$ cat src/rtl/spi_bus_arbiter.sv
// spi_bus_arbiter: round-robin owner arbiter for one physical SPI bus shared by PORTS masters.
// Ports:
//   clk         system clock
//   rst_L       asynchronous active-low reset
//   req         per-master level request, held for the whole transaction
//   ss_L_ports  per-master chip selects (active low), same wires as the crossbar
//   gnt         one-hot grant, at most one bit set
//   select      one-hot crossbar select, all-zero when no port is on the bus
//   owner       binary index of current or last owner (upper bit 0 when PORTS=2)
//   busy        high while in GRANT or GUARD
//   timeout     one-cycle pulse on forced revoke (0 unless SPI_BUS_ARBITER_TIMEOUT_EN)
// Optional feature macro: SPI_BUS_ARBITER_TIMEOUT_EN enables the grant-length limit
// (TIMEOUT_CYCLES) and per-port lockout until the offending master drops req.
module spi_bus_arbiter #(
  parameter int PORTS          = 3,
  parameter int GUARD_CYCLES   = 4,
  parameter int TIMEOUT_CYCLES = 65536
) (
  input  logic             clk,
  input  logic             rst_L,
  input  logic [PORTS-1:0] req,
  input  logic [PORTS-1:0] ss_L_ports,
  output logic [PORTS-1:0] gnt,
  output logic [PORTS-1:0] select,
  output logic [1:0]       owner,
  output logic             busy,
  output logic             timeout
);
  localparam int GW = $clog2(GUARD_CYCLES + 1);
  typedef enum logic [1:0] {IDLE, GRANT, GUARD} state_t;
  state_t           state;
  logic [GW-1:0]    gcnt;
  logic [PORTS-1:0] elig;
  logic [PORTS-1:0] rot;
  logic [1:0]       pos;
  logic [2:0]       sum;
  logic [1:0]       win;
  logic             revoke;
  logic             leave;
  // Rotate eligible requests so bit 0 is the port right after the last owner;
  // the lowest set bit of the rotated vector is then the round-robin winner.
  always_comb begin
    rot = PORTS'({elig, elig} >> (owner + 2'd1));
    pos = 2'd0;
    for (int j = PORTS - 1; j >= 0; j--)
      if (rot[j]) pos = 2'(j);
    sum = {1'b0, owner} + 3'd1 + {1'b0, pos};
    win = sum >= 3'(PORTS) ? 2'(sum - 3'(PORTS)) : sum[1:0];
  end
  // select is one-hot on the owner in GRANT, so masking with it picks the owner's bits.
  assign leave = state == GRANT && (revoke || (!(|(req & select)) && (|(ss_L_ports & select))));
`ifdef SPI_BUS_ARBITER_TIMEOUT_EN
  logic [16:0]      tcnt;
  logic [PORTS-1:0] locked;
  assign revoke = state == GRANT && tcnt == 17'(TIMEOUT_CYCLES - 1);
  assign elig   = req & ~locked;
  // tcnt idles at zero outside GRANT, so it is already clear on GRANT entry.
  always_ff @(posedge clk or negedge rst_L)
    if (!rst_L) begin
      tcnt    <= '0;
      locked  <= '0;
      timeout <= 1'b0;
    end else begin
      timeout <= revoke;
      tcnt    <= state == GRANT ? tcnt + 17'd1 : '0;
      locked  <= (locked & req) | (revoke ? select : '0);
    end
`else
  assign revoke  = 1'b0;
  assign elig    = req;
  assign timeout = 1'b0;
`endif
  always_ff @(posedge clk or negedge rst_L)
    if (!rst_L) begin
      state  <= IDLE;
      gnt    <= '0;
      select <= '0;
      owner  <= 2'(PORTS - 1);
      busy   <= 1'b0;
      gcnt   <= '0;
    end else begin
      case (state)
        IDLE:
          if (|elig) begin
            owner  <= win;
            gnt    <= PORTS'(1) << win;
            select <= PORTS'(1) << win;
            busy   <= 1'b1;
            state  <= GRANT;
          end
        GRANT:
          if (leave) begin
            gnt   <= '0;
            gcnt  <= GW'(GUARD_CYCLES - 1);
            state <= GUARD;
          end
        GUARD:
          if (gcnt == '0) begin
            select <= '0;
            busy   <= 1'b0;
            state  <= IDLE;
          end else begin
            gcnt <= gcnt - GW'(1);
          end
        default: state <= IDLE;
      endcase
    end
endmodule
$ cat config.mk
export PLATFORM = sky130hd
export DESIGN_NAME = spi_bus_arbiter
export DESIGN_NICKNAME = d
export VERILOG_FILES = /design/src/rtl/spi_bus_arbiter.sv
export SDC_FILE = /design/constraint.sdc
export NUM_CORES = 1
export LEC_CHECK = 0
export CAP_MARGIN = 20
export CORE_MARGIN = 3
export CORE_UTILIZATION = 28
export CTS_BUF_LIST = sky130_fd_sc_hd__clkbuf_8
export CTS_CLUSTER_SIZE = 24
export DETAILED_ROUTE_END_ITERATION = 6
export GPL_TIMING_DRIVEN = 0
export HOLD_SLACK_MARGIN = 0.06
export PLACE_DENSITY = 0.57
export RECOVER_POWER = 25
export SKIP_LAST_GASP = 1
export SYNTH_ARGS = -nofsm -noshare
export SYNTH_HDL_FRONTEND = slang
export SYNTH_SLANG_ARGS = --single-unit
$ cat constraint.sdc
create_clock -name clk -period 4.95 [get_ports clk]
set_input_delay 0.495 -clock clk [delete_from_list [all_inputs] [get_ports clk]]
set_output_delay 0.495 -clock clk [all_outputs]
set_load 0.01 [all_outputs]
# Yosys cells after proc, flatten, opt, wreduce, memory -nomap -nowiden
# Index checks and enable logic that the tools add are counted.
dict set report word_totals {
  ff_bits 14
  elab_cells 57
  output_inout_bits 10
}
dict set report op_classes {
  eq_ne 6
  add_sub_neg 5
  shifts 2
  reduce_logical 16
  n_bitwise 2
  mux 19
  n_lt_le_gt_ge 1
}
# operator n
set op_table {}
lappend op_table {{$pmux W3 S2} 3}
lappend op_table {{$mux W3} 5}
lappend op_table {{$mux W2} 7}
lappend op_table {{$reduce_and A3 Y1} 4}
lappend op_table {{$reduce_or A3 Y1} 3}
lappend op_table {{$ne A2 B2 Y1 const B} 4}
lappend op_table {{$and A3 B3 Y3} 2}
lappend op_table {{$pmux W2 S3} 1}
lappend op_table {{$reduce_bool A2 Y1} 3}
lappend op_table {{$shr A6 B2 Y3} 1}
lappend op_table {{$add A2 B1 Y3 const B} 1}
lappend op_table {{$add A3 B2 Y3} 1}
lappend op_table {{$ge A3 B2 Y1 const B} 1}
lappend op_table {{$logic_not A3 Y1} 1}
lappend op_table {{$shl A1 B2 Y3 const A} 1}
lappend op_table {{$sub A3 B1 Y3 const B} 1}
lappend op_table {{$add A2 B1 Y2 const B} 1}
lappend op_table {{$eq A2 B1 Y1 const B} 1}
lappend op_table {{$eq A2 B2 Y1 const B} 1}
lappend op_table {{$logic_and A1 B1 Y1} 2}
lappend op_table {{$logic_not A2 Y1} 1}
lappend op_table {{$mux W1} 2}
lappend op_table {{$pmux W1 S2} 1}
lappend op_table {{$reduce_and A2 Y1} 1}
lappend op_table {{other kinds (2)} 2}

# Depth between registers and ports, before layout
# Gate-level depths: netlist (run 1).
dict set report logic_depth {
  depth_word 11
  depth_mapped 11
  ltp_nobuf 10
}

# Least setup slack after synthesis (run 1)
# OpenSTA, ideal clock, no wires.
dict set report synth_path {
  kind {in2reg}
  startpoint {in req[0]}
  endpoint {reg gnt[1]}
  stages 9
  slack_ps 2344
  arrival_time_ps 2523
  setup_ps 83
  path_cell_list {and2b_2 > a21oi_1 > o31ai_1 > fa_1 > ha_1 > or3_1 > clkbuf_1 > o22a_1 > o22ai_1}
}
dict set report synth_between {
  elab_chain_cells 10
  elab_cells_between_ends 20
}
# item line_no
set synth_rtl {}
lappend synth_rtl {{start, declared} 21} ;# input logic [PORTS-1:0] req,
lappend synth_rtl {{$shr A6 B2 Y3} 43} ;# rot = PORTS'({elig, elig} >> (owner + 2'd1));
lappend synth_rtl {{$mux W2 (3 in a row)} 46} ;# if (rot[j]) pos = 2'(j);
lappend synth_rtl {{$add A3 B2 Y3} 47} ;# sum = {1'b0, owner} + 3'd1 + {1'b0, pos};
lappend synth_rtl {{$ge A3 B2 Y1 or $sub A2 B2 Y2 (tied branches)} 48} ;# win = sum >= 3'(PORTS) ? 2'(sum - 3'(PORTS)) : sum[1:0];
lappend synth_rtl {{$mux W2} 48}
lappend synth_rtl {{$shl A1 B2 Y3} 86} ;# gnt <= PORTS'(1) << win;
lappend synth_rtl {{$mux W3} 84} ;# if (|elig) begin
lappend synth_rtl {{$pmux W3 S2} 82} ;# case (state)
lappend synth_rtl {{end signal, assigned} 86}
lappend synth_rtl {{end, declared} 23} ;# output logic [PORTS-1:0] gnt,
# Several ways; a longest one is shown, not always the timed one. The select of a mux whose other input is x is not followed.
# A chain may end at the register's enable or synchronous reset.

# Worst setup path after layout (run 1)
dict set report layout_path {
  startpoint {in req[0]}
  endpoint {reg gnt[0]}
}
# The elaborated chain is that of the path after synthesis.

==> results of run 1 <==
[worst register-to-register path, delay by kind of cell (launching register included)]
kind,cells,cell delay [ns]
adders and majority gates,2,0.72
and+or+nand+nor,2,0.61
AOI/OAI and AO/OA,3,0.49
DFF,1,0.45
muxes,1,0.28
buffers and inverters,1,0.16
[cell type report]
cell class / count / area share, %
buffer: 3 / 2.02
clock buffer: 3 / 3.70
clock inverter: 1 / 0.337
inverter: 10 / 3.37
multi-input combinational: 65 / 41.2
sequential: 14 / 31.5
tap: 31 / 3.48
timing repair buffer: 16 / 14.4
[cells in the final DEF, fill, tap and decap left out, types with 2 or more instances in the layout]
master           synthesis  layout
nor3b_1                  2       2
nor2b_1                  2       2
a21oi_1                  3       3
nor4_1                   2       2
clkbuf_8                 0       3
dfrtp_1                 13      13
nand2_1                  4       4
and3_1                   2       2
ha_1                     4       4
o22ai_1                  9       9
o21ai_0                  9       9
nor2_1                   3       3
inv_1                   10      11
clkdlybuf4s50_1          0      15
nand2b_1                 3       3
mux2i_1                  3       3
nor3_1                   3       3
[final timing paths]
path / startpoint / end / slack (ns) / cells after the start
worst max register to register: owner[0]$_DFFE_PN0P_ / gnt[0]$_DFFE_PN0P_ / 2.10 / 9
worst min-delay path: busy$_DFFE_PN0P_ / busy$_DFFE_PN0P_ / 0.55 / 2
max in group asynchronous: rst_L / owner[0]$_DFFE_PN0P_ / 3.85 / 1
worst min register to register: busy$_DFFE_PN0P_ / busy$_DFFE_PN0P_ / 0.55 / 2
min in group asynchronous: rst_L / select[2]$_DFFE_PN0P_ / 0.70 / 1
worst max-delay path: req[0] / gnt[0]$_DFFE_PN0P_ / 1.68 / 10
[metal layers]
| metal | wire length [um] | global-route usage (%) |
|---|---|---|
| met5 | 0 | 0 |
| met4 | 48 | 7.27 |
| met3 | 109 | 2.69 |
| met2 | 882 | 18.2 |
| met1 | 920 | 15.5 |
[cells by family after synthesis]
group	count (synthesis)	share of synthesized area, %
mux	4	5.17
flops	14	40.4
other cells	1	0.431
simple gates	27	18.2
compound gates	28	20.8
buf+inv	13	6.90
fa+ha+maj	5	8.05
[Yosys cell counts]
cell / instances
o211ai_1: 1
o31ai_1: 1
ha_1: 4
nor4_1: 2
nand2_1: 4
nor3_1: 3
a222oi_1: 1
or4_4: 1
nor2_1: 3
mux2i_1: 3
and3_1: 2
nand2b_1: 3
a22o_1: 1
buf_4: 1
o21ai_0: 9
a31oi_2: 1
or3_1: 1
and2b_2: 1
fa_1: 1
nor3b_1: 2
clkbuf_1: 1
or2_1: 1
a21bo_2: 1
nor2b_1: 2
inv_1: 10
dfstp_2: 1
o22ai_1: 9
nand3_1: 1
buf_6: 1
a21oi_1: 3
conb_1: 1
dfrtp_1: 13
mux2_4: 1
or2_4: 1
o22a_1: 1
[flip-flops by register name (all words and copies together), names as in the netlist]
register	cells
gnt	3
owner	2
gcnt	3
select	3
busy	1
state	2
[power by group through the flow]
stage                     registers [mW]  logic (mW)  clock network [mW]
final                              0.217       0.461              0.0969
after global routing               0.226       0.525               0.105
after CTS                          0.218       0.465              0.0998
after detailed placement           0.220       0.462                   0
after global placement             0.217       0.451                   0
after floorplan                    0.222       0.310                   0
[metrics by stage]
step | hold slack, ns | setup slack, ns | power [mW]
CTS | 0.554 | 1.67 | 0.783
global placement | 0.535 | 1.53 | 0.667
floorplan | 0.199 | 2.34 | 0.532
global route | 0.594 | 1.43 | 0.856
finish | 0.546 | 1.68 | 0.774
detailed placement | 0.543 | 1.43 | 0.683
==> impl_results.md, run 1 <==
* Status: completed
* Routed Antenna Nets at 0
* Worst Setup End Kind: flop
* Drc violations at 0
* Core area at around 0.0029 mm^2
* Finished Layout Cells at 143
* Sequential Area at approximately 350 um^2
* Worst Tran Pin Value at just over 0.6 ns
* Worst Setup Start Kind: primary input
* Worst-path clk slew at 0.06 ns
* CP cell instances: clkdlybuf4s50_1 > nor3b_1 > a21oi_1 > o31ai_1 > fa_1 > ha_1 > or3_1 > clkbuf_1 > mux2i_1 > o22ai_1
* Clock Tree Buf Depth at 2
* Fillers at between 300 and 400
* Library cells used by synthesis at 35
* Postcts setup bufs at 0
* Via density per instance at roughly 5.3
* CTS H-tree lvls at 1
* Nets at 126
* Warnings from Yosys at 0
* CTS root buffer: clkbuf_8
* Crit path required time at 5.06 ns
* Routed wire length at ~2000 um
* Vias in the first global route at about 710
* CP Buf/Inv Count at 2
* RSZ-0062 raised after global routing: no
* Fin crit period at 3.27 ns
* Synth Instances at 92
* Num CTS Buffers at 3
* Internal at 0.452 mW
* Area share of the largest cell type after synthesis at 37.4%
* Switching Fraction at approximately two fifths
* Psw at 0.323 mW
* Via count at approximately 760
* Iteration count of the initial detailed-routing pass at 5
* Die Area at roughly 0.0038 mm^2
* Clk_lat worst skew at 0.25 ns
* CTS tree: done
* Buffers on Ports at 16
* Diodes inserted at 0
* HP Class: reg -> reg
* Gr usage total at between 10% and 20%
* Max-Cap Viols at 0
* Hold_buf cts at 0
* Register share of total power at 28.0%
* Cell Area, Synth at between 800 and 900 um^2
* Cells taking the most area after synthesis: dfrtp_1 37%, o22ai_1 6.5%, ha_1 5.7%, o21ai_0 5.2%, inv_1 4.3%
* Cell total after placement at approximately 140
* CTS sink cnt at 14
* Largest delay share family, worst path: buffers and inverters
* WP data arrival at ~3.4 ns
* First-pass GRT wire length at 3280 um
* GPL Wtd Cong at roughly 0.75
* Max Clock Skew at approximately 0.0045 ns
* Cell taking the most area after synthesis: dfrtp_1
* Largest net degree at the start of global routing at 15
* # IOs at 18
* Logic gate share of total power at 59.5%
* Post-synth net total at 105
* Synth Area per Inst at 9.47 um^2
* Clock share of power at roughly an eighth
* Worst-path maximum fanout at 7
* Total congestion overflow at 0
* Final-report hold violation count at 0
* Util after Layout at around 39%
* PD cells at 694 mW/mm^2
* Final Cell Area at ~0.0011 mm^2
* Max Fclk at about 310 MHz
* LEAKAGE at roughly 0.49 nW
* Area post-placement at between 0.001 and 0.0015 mm^2
* CP max stage delay at ~0.62 ns
* Footprint of the multi-input gates at ~460 um^2
* Synth Register Bits at 14
* Wire per inst at between 10 and 15 um
* Slowest CP cell: clkdlybuf4s50_1
* Rows at 19
* Initial antenna violation count at 0
* Final HPWL DP at roughly 1500 um
* Syn-to-layout area delta at 28.0%
* Width of the die at 61.8 um
* PostCTS Resize Cnt at 0
* Share of cells above drive strength 1 at about 11%
* Final setup vio count at 0
* Setup TNS Final at 0 ns
* Max-slew violation count at 0
* Sequential share of the synthesized area at approximately 40%
* Tcrit/Tclk final at roughly two thirds
* Slew Limit Headroom at 59.0%
* Worst Path Class, Setup: in -> reg
* VDD IR max at 221 uV
* Die Y at 61.8 um
* Starting Density at between 30% and 40%
* DR iter-0 viols at 39
No activity file was read; power rests on OpenSTA's default activity.
==> run 2: changes to the inputs <==
==> constraint.sdc (replaced) <==
create_clock -name clk -period 3.08 [get_ports clk]
set_input_delay 0.308 -clock clk [delete_from_list [all_inputs] [get_ports clk]]
set_output_delay 0.308 -clock clk [all_outputs]
set_load 0.01 [all_outputs]
==> impl_results.md, run 2 (synthesis results as in run 1) <==
* Postcts setup bufs at 0 (unchanged)
* Worst Setup Start Kind: flop
* PD cells at 1120 mW/mm^2 (+61%)
* Worst Tran Pin Value at 0.616 ns (+0.00295 ns)
* Clk_lat worst skew at 0.25 ns (about the same)
* Slew Limit Headroom at 58.8% (-0.20 points)
* Setup TNS Final at 0 ns (unchanged)
* Hold_buf cts at 0 (unchanged)
* Reg-to-Reg End: gnt[0]$_DFFE_PN0P_
* Wire per inst at 13.6 um (-0.61%)
* Nets at 126 (unchanged)
* Vias in the first global route at 717 (+0.70%)
* Worst-path clk slew at 0.06 ns (about the same)
* Gr usage total at 12.0% (+0.043 points)
* Tcrit/Tclk final at a little under 90%
* Routed wire length at 1950 um (-0.61%)
* Psw at 0.527 mW (+63%)
* Initial antenna violation count at 0 (unchanged)
* Max Clock Skew at 0.00364 ns (-0.000898 ns)
* Largest net degree at the start of global routing at 15 (unchanged)
* Routed Antenna Nets at 0 (unchanged)
* WP data arrival at 2.85 ns (-0.52 ns)
* Final-report hold violation count at 0 (unchanged)
* Num CTS Buffers at 3 (unchanged)
* Register share of total power at 27.6% (-0.4 points)
* CTS tree: done
* Via count at 770 (+2.0%)
* Worst-path maximum fanout at 7 (unchanged)
* Status: completed
* Worst Path Class, Setup: reg -> reg
* Die Area at 0.00382 mm^2 (unchanged)
* R2R depth at 9 (unchanged)
* GPL Wtd Cong at 0.753 (unchanged)
* RSZ-0062 raised after global routing: no
* Max-Cap Viols at 0 (unchanged)
* LEAKAGE at 0.515 nW (+5.3%)
* Clock Tree Buf Depth at 2 (unchanged)
* Setup ws final at 0.332 ns (-1.35 ns)
* Rows at 19 (unchanged)
* # IOs at 18 (unchanged)
* Crit path required time at 3.19 ns (-1.87 ns)
* Buffers on Ports at 16 (unchanged)
* Core area at 0.00285 mm^2 (unchanged)
* Logic gate share of total power at 60.2% (+0.7 points)
* Total congestion overflow at 0 (unchanged)
* First-pass GRT wire length at 3300 um (+0.43%)
* Diodes inserted at 0 (unchanged)
* Finished Layout Cells at 143 (unchanged)
* Fin crit period at roughly 2.7 ns
* Reg2reg start: owner[0]$_DFFE_PN0P_
* CTS root buffer: clkbuf_8
* Width of the die at 61.8 um (unchanged)
* Worst reg-to-reg setup slack at 0.33 ns (-1.77 ns)
* VDD IR max at 379 uV (+72%)
* Iteration count of the initial detailed-routing pass at 4 (-1)
* Final setup vio count at 0 (unchanged)
* Most common cell after layout, fill and taps aside: dfrtp_1
* Via density per instance at 5.38 (+2.0%)
* Clock share of power at 12.2% (-0.3 points)
* Cell total after placement at 139 (unchanged)
* Place WS at -0.258 ns (-1.68 ns)
* Starting Density at 30.5% (unchanged)
* Syn-to-layout area delta at 29.9%
* Largest registers: gcnt: 3 flops, gnt: 3 flops, select: 3 flops
* CTS H-tree lvls at 1 (unchanged)
* Max Fclk at ~360 MHz
* Final hold slack at 0.513 ns (-0.0328 ns)
* Drc violations at 0 (unchanged)
* Worst Setup End Kind: flop
* Share of cells above drive strength 1 at 12.5% (+1.8 points)
* Max-slew violation count at 0 (unchanged)
* DR iter-0 viols at 41 (+5.1%)
* Internal at 0.739 mW (+64%)
* Switching Fraction at 41.6% (about the same)
* Die Y at 61.8 um (unchanged)
* Final HPWL DP at 1520 um (unchanged)
* CTS sink cnt at 14 (unchanged)
* Most frequent cells in the layout: 13 x dfrtp_1, 12 x clkdlybuf4s50_1, 11 x inv_1, 9 x o22ai_1, 9 x o21ai_0
* HP Class: in -> async
run 2: critical path: stages (launching register included):
cell,delay [ns]
dfrtp_1,0.45
nor3b_1,0.24
a21oi_1,0.07
o31ai_2,0.25
fa_1,0.49
ha_1,0.22
or3_1,0.36
clkbuf_1,0.16
mux2i_2,0.26
o22ai_1,0.10
run 2: metrics by stage:
| step | total power [mW] | utilization, % | cell area, um^2 |
|---|---|---|---|
| after floorplan | 0.855 | - | 871 |
| after global placement | 1.07 | 37.5 | 1070 |
| after detailed placement | 1.10 | 37.5 | 1070 |
| after CTS | 1.26 | 39.3 | 1120 |
| after global routing | 1.40 | 39.6 | 1130 |
| final | 1.27 | 39.6 | 1130 |
run 2: what timing repair did:
| item | 4_1_cts | 5_1_grt |
|---|---|---|
| setup endpoints to repair | 2 | 7 |
| resized for setup | 1 | 4 |
| cloned | 0 | 0 |
run 2: cell type report:
cell class | count | area [um^2]
sequential | 14 | 352
clock buffer | 3 | 41.3
clock inverter | 1 | 3.75
tap | 31 | 38.8
buffer | 3 | 22.5
multi-input combinational | 65 | 468
inverter | 10 | 37.5
fill | 305 | 1720
timing repair buffer | 16 | 168
run 2: how the worst max path moves through the flow:
stage,depth (start not counted),to,startpoint
after floorplan,9,gnt[1]$_DFFE_PN0P_,owner[0]$_DFFE_PN0P_
after global placement,10,gnt[0]$_DFFE_PN0P_,req[0]
after detailed placement,10,gnt[0]$_DFFE_PN0P_,req[0]
after CTS,11,gnt[0]$_DFFE_PN0P_,req[0]
after global routing,9,gnt[1]$_DFFE_PN0P_,owner[0]$_DFFE_PN0P_
final,9,gnt[0]$_DFFE_PN0P_,owner[0]$_DFFE_PN0P_
run 2: power groups by stage:
stage / logic, mW / clock network, mW / registers [mW]
after floorplan: 0.498 / 0 / 0.357
after global placement: 0.724 / 0 / 0.348
after detailed placement: 0.743 / 0 / 0.354
after CTS: 0.749 / 0.160 / 0.351
after global routing: 0.864 / 0.169 / 0.364
final: 0.762 / 0.155 / 0.349
run 2: per-layer routing:
metal	up-vias	wire, um	global-route usage, %
met3	5	111	2.69
met2	21	913	18.5
met5	-	0	0
li1	372	-	-
met4	0	48	7.27
met1	372	875	15.4
==> run 3: changes to the inputs <==
--- a/config.mk
+++ b/config.mk
@@ -7,13 +7,13 @@
 export LEC_CHECK = 0
 export CAP_MARGIN = 20
 export CORE_MARGIN = 3
-export CORE_UTILIZATION = 28
+export CORE_UTILIZATION = 52
 export CTS_BUF_LIST = sky130_fd_sc_hd__clkbuf_8
 export CTS_CLUSTER_SIZE = 24
 export DETAILED_ROUTE_END_ITERATION = 6
 export GPL_TIMING_DRIVEN = 0
 export HOLD_SLACK_MARGIN = 0.06
-export PLACE_DENSITY = 0.57
+export PLACE_DENSITY = 0.89
 export RECOVER_POWER = 25
 export SKIP_LAST_GASP = 1
 export SYNTH_ARGS = -nofsm -noshare
==> impl_results.md, run 3 (synthesis results as in run 1) <==
* Status: completed
* Tot Pwr at 1.30 mW (+2.3%)
* Vias in the first global route at 703 (-2.0%)
* Max-Cap Viols at 0 (unchanged)
* Worst Setup End Kind: flop
* Setup ws final at 0.118 ns (-0.215 ns)
* Diodes inserted at 0 (unchanged)
* Iteration count of the initial detailed-routing pass at 4 (unchanged)
* Via density per instance at 5.97 (+11%)
* Tcrit/Tclk final at 96.2% (+7.0 points)
* Total congestion overflow at 0 (unchanged)
* Logic gate share of total power at 60.3% (about the same)
* Routed Antenna Nets at 0 (unchanged)
* Worst Path Class, Setup: in -> reg
* Final hold slack at 0.508 ns (-0.00526 ns)
* Via count at 764 (-0.78%)
* Sequential Area at 352 um^2 (unchanged)
* Syn-to-layout area delta at 28.0%
* Fin crit period at 2.96 ns (+0.215 ns)
* Switching Fraction at 42.9% (+1.2 points)
* Nets at 126 (unchanged)
* LEAKAGE at 0.508 nW (-1.4%)
* Final HPWL DP at 1470 um (-3.2%)
* Place WS at -0.137 ns (+0.121 ns)
* Footprint of the multi-input gates at 473 um^2 (+1.1%)
* Postcts setup bufs at 0 (unchanged)
* DR iter-0 viols at 14 (-66%)
* # IOs at 18 (unchanged)
* Die Area at 0.00220 mm^2 (-42%)
* Wire per inst at 15.8 um (+16%)
* Max Clock Skew at 0.00912 ns (+0.00548 ns)
* Worst Setup Start Kind: primary input
* Worst-path clk slew at 0.06 ns (about the same)
* Register share of total power at 27.6% (about the same)
* Final setup vio count at 0 (unchanged)
* Clock Tree Buf Depth at 2 (unchanged)
* Die Y at 46.9 um (-24%)
* Width of the die at 46.9 um (-24%)
* PostCTS Resize Cnt at 0 (-1)
* Drc violations at 0 (unchanged)
* Clock share of power at 12.2% (about the same)
* CTS H-tree lvls at 1 (unchanged)
* Initial antenna violation count at 0 (unchanged)
* Num CTS Buffers at 3 (unchanged)
* CTS root buffer: clkbuf_8
* PD cells at 1160 mW/mm^2 (+3.8%)
* Share of cells above drive strength 1 at 13.4% (+0.89 points)
* Rows at 14 (-5)
* Worst-path maximum fanout at 7 (unchanged)
* Worst Tran Pin Value at 0.619 ns (+0.00293 ns)
* First-pass GRT wire length at 3260 um (-1.1%)
* HP Class: in -> async
* Final-report hold violation count at 0 (unchanged)
* Routed wire length at 2020 um (+3.4%)
* Psw at 0.555 mW (+5.3%)
* Clk_lat worst skew at 0.25 ns (about the same)
* Crit path required time at 3.17 ns (-0.02 ns)
* Largest registers: gcnt: 3 flops, gnt: 3 flops, select: 3 flops
* VDD IR max at 827 uV (+120%)
* Buffers on Ports at 16 (unchanged)
* Max Fclk at 338 MHz (-7.2%)
* Setup TNS Final at 0 ns (unchanged)
* Slew Limit Headroom at 58.4% (-0.44 points)
* WP data arrival at 3.05 ns (+0.20 ns)
* Core area at 0.00154 mm^2 (-46%)
* Internal at 0.740 mW (+0.12%)
* Largest net degree at the start of global routing at 15 (unchanged)
* GPL Wtd Cong at 0.785 (+4.3%)
* Gr usage total at 21.8% (+9.7 points)
* Most frequent cells in the layout: 13 x dfrtp_1, 13 x clkdlybuf4s50_1, 11 x inv_1, 9 x o22ai_1, 9 x o21ai_0
* CTS sink cnt at 14 (unchanged)
* Starting Density at 56.5% (+26 points)
* CTS tree: done
* Fillers at 112 (-63%)
* Max-slew violation count at 0 (unchanged)
* Hold_buf cts at 0 (unchanged)
[run 3: changes by cell type in the layout (fill, tap and decap cells not counted), sizes merged]
cell	previous run	this run
dlymetal6s2s	3	2
clkdlybuf4s50	12	13
[run 3: critical path: stages]
cell	delay [ns]
clkdlybuf4s50_1	0.62
nand2b_1	0.09
o22ai_1	0.15
mux2i_1	0.10
ha_1	0.18
inv_1	0.06
fa_1	0.43
ha_1	0.22
or3_1	0.36
clkbuf_1	0.16
mux2i_2	0.25
o22ai_1	0.11
[run 3: cell type report]
| type | instances | share of cell area [%] |
|---|---|---|
| Tap cell | 16 | 1.80 |
| Inverter | 10 | 3.37 |
| Clock inverter | 1 | 0.337 |
| Buffer | 3 | 2.02 |
| Sequential cell | 14 | 31.5 |
| Timing Repair Buffer | 16 | 14.8 |
| Clock buffer | 3 | 3.70 |
| Multi-Input combinational cell | 65 | 42.4 |
[run 3: per-layer routing]
metal  wire length [um]  vias up  share of wire [%]  global-route usage, %
met5                  0        -                  0                      0
met1                858      366                 43                   25.4
met4                 41        0                2.0                   8.29
met3                 97        6                4.8                   8.43
li1                   -      371                  -                      -
met2               1020       21                 50                   36.0
[run 3: power groups by stage]
stage	Clock, mW	Combinational, mW	Sequential (mW)
floorplan	0	0.498	0.357
global placement	0	0.705	0.351
detailed placement	0	0.750	0.355
CTS	0.160	0.759	0.354
global route	0.168	0.866	0.368
finish	0.158	0.781	0.357
[run 3: worst paths after layout]
path | startpoint | endpoint | slack (ns) | depth (start not counted)
min in group clk | req[0] | state[0]$_DFFE_PN0P_ | 0.52 | 3
max in group asynchronous | rst_L | busy$_DFFE_PN0P_ | 2.16 | 1
worst max register to register | owner[1]$_DFFE_PN1P_ | gnt[0]$_DFFE_PN0P_ | 0.32 | 9
worst min register to register | gcnt[1]$_DFFE_PN0P_ | gcnt[1]$_DFFE_PN0P_ | 0.54 | 2
worst max-delay path | req[2] | gnt[0]$_DFFE_PN0P_ | 0.12 | 12
worst min-delay path | rst_L | gcnt[1]$_DFFE_PN0P_ | 0.51 | 1
[run 3: per-stage QoR]
step	area (um^2)	instances	util, %
CTS	1100	128	71.1
floorplan	871	92	-
finish	1110	128	72.3
global route	1110	128	72.3
detailed placement	1050	124	68.2
global placement	1050	124	68.2
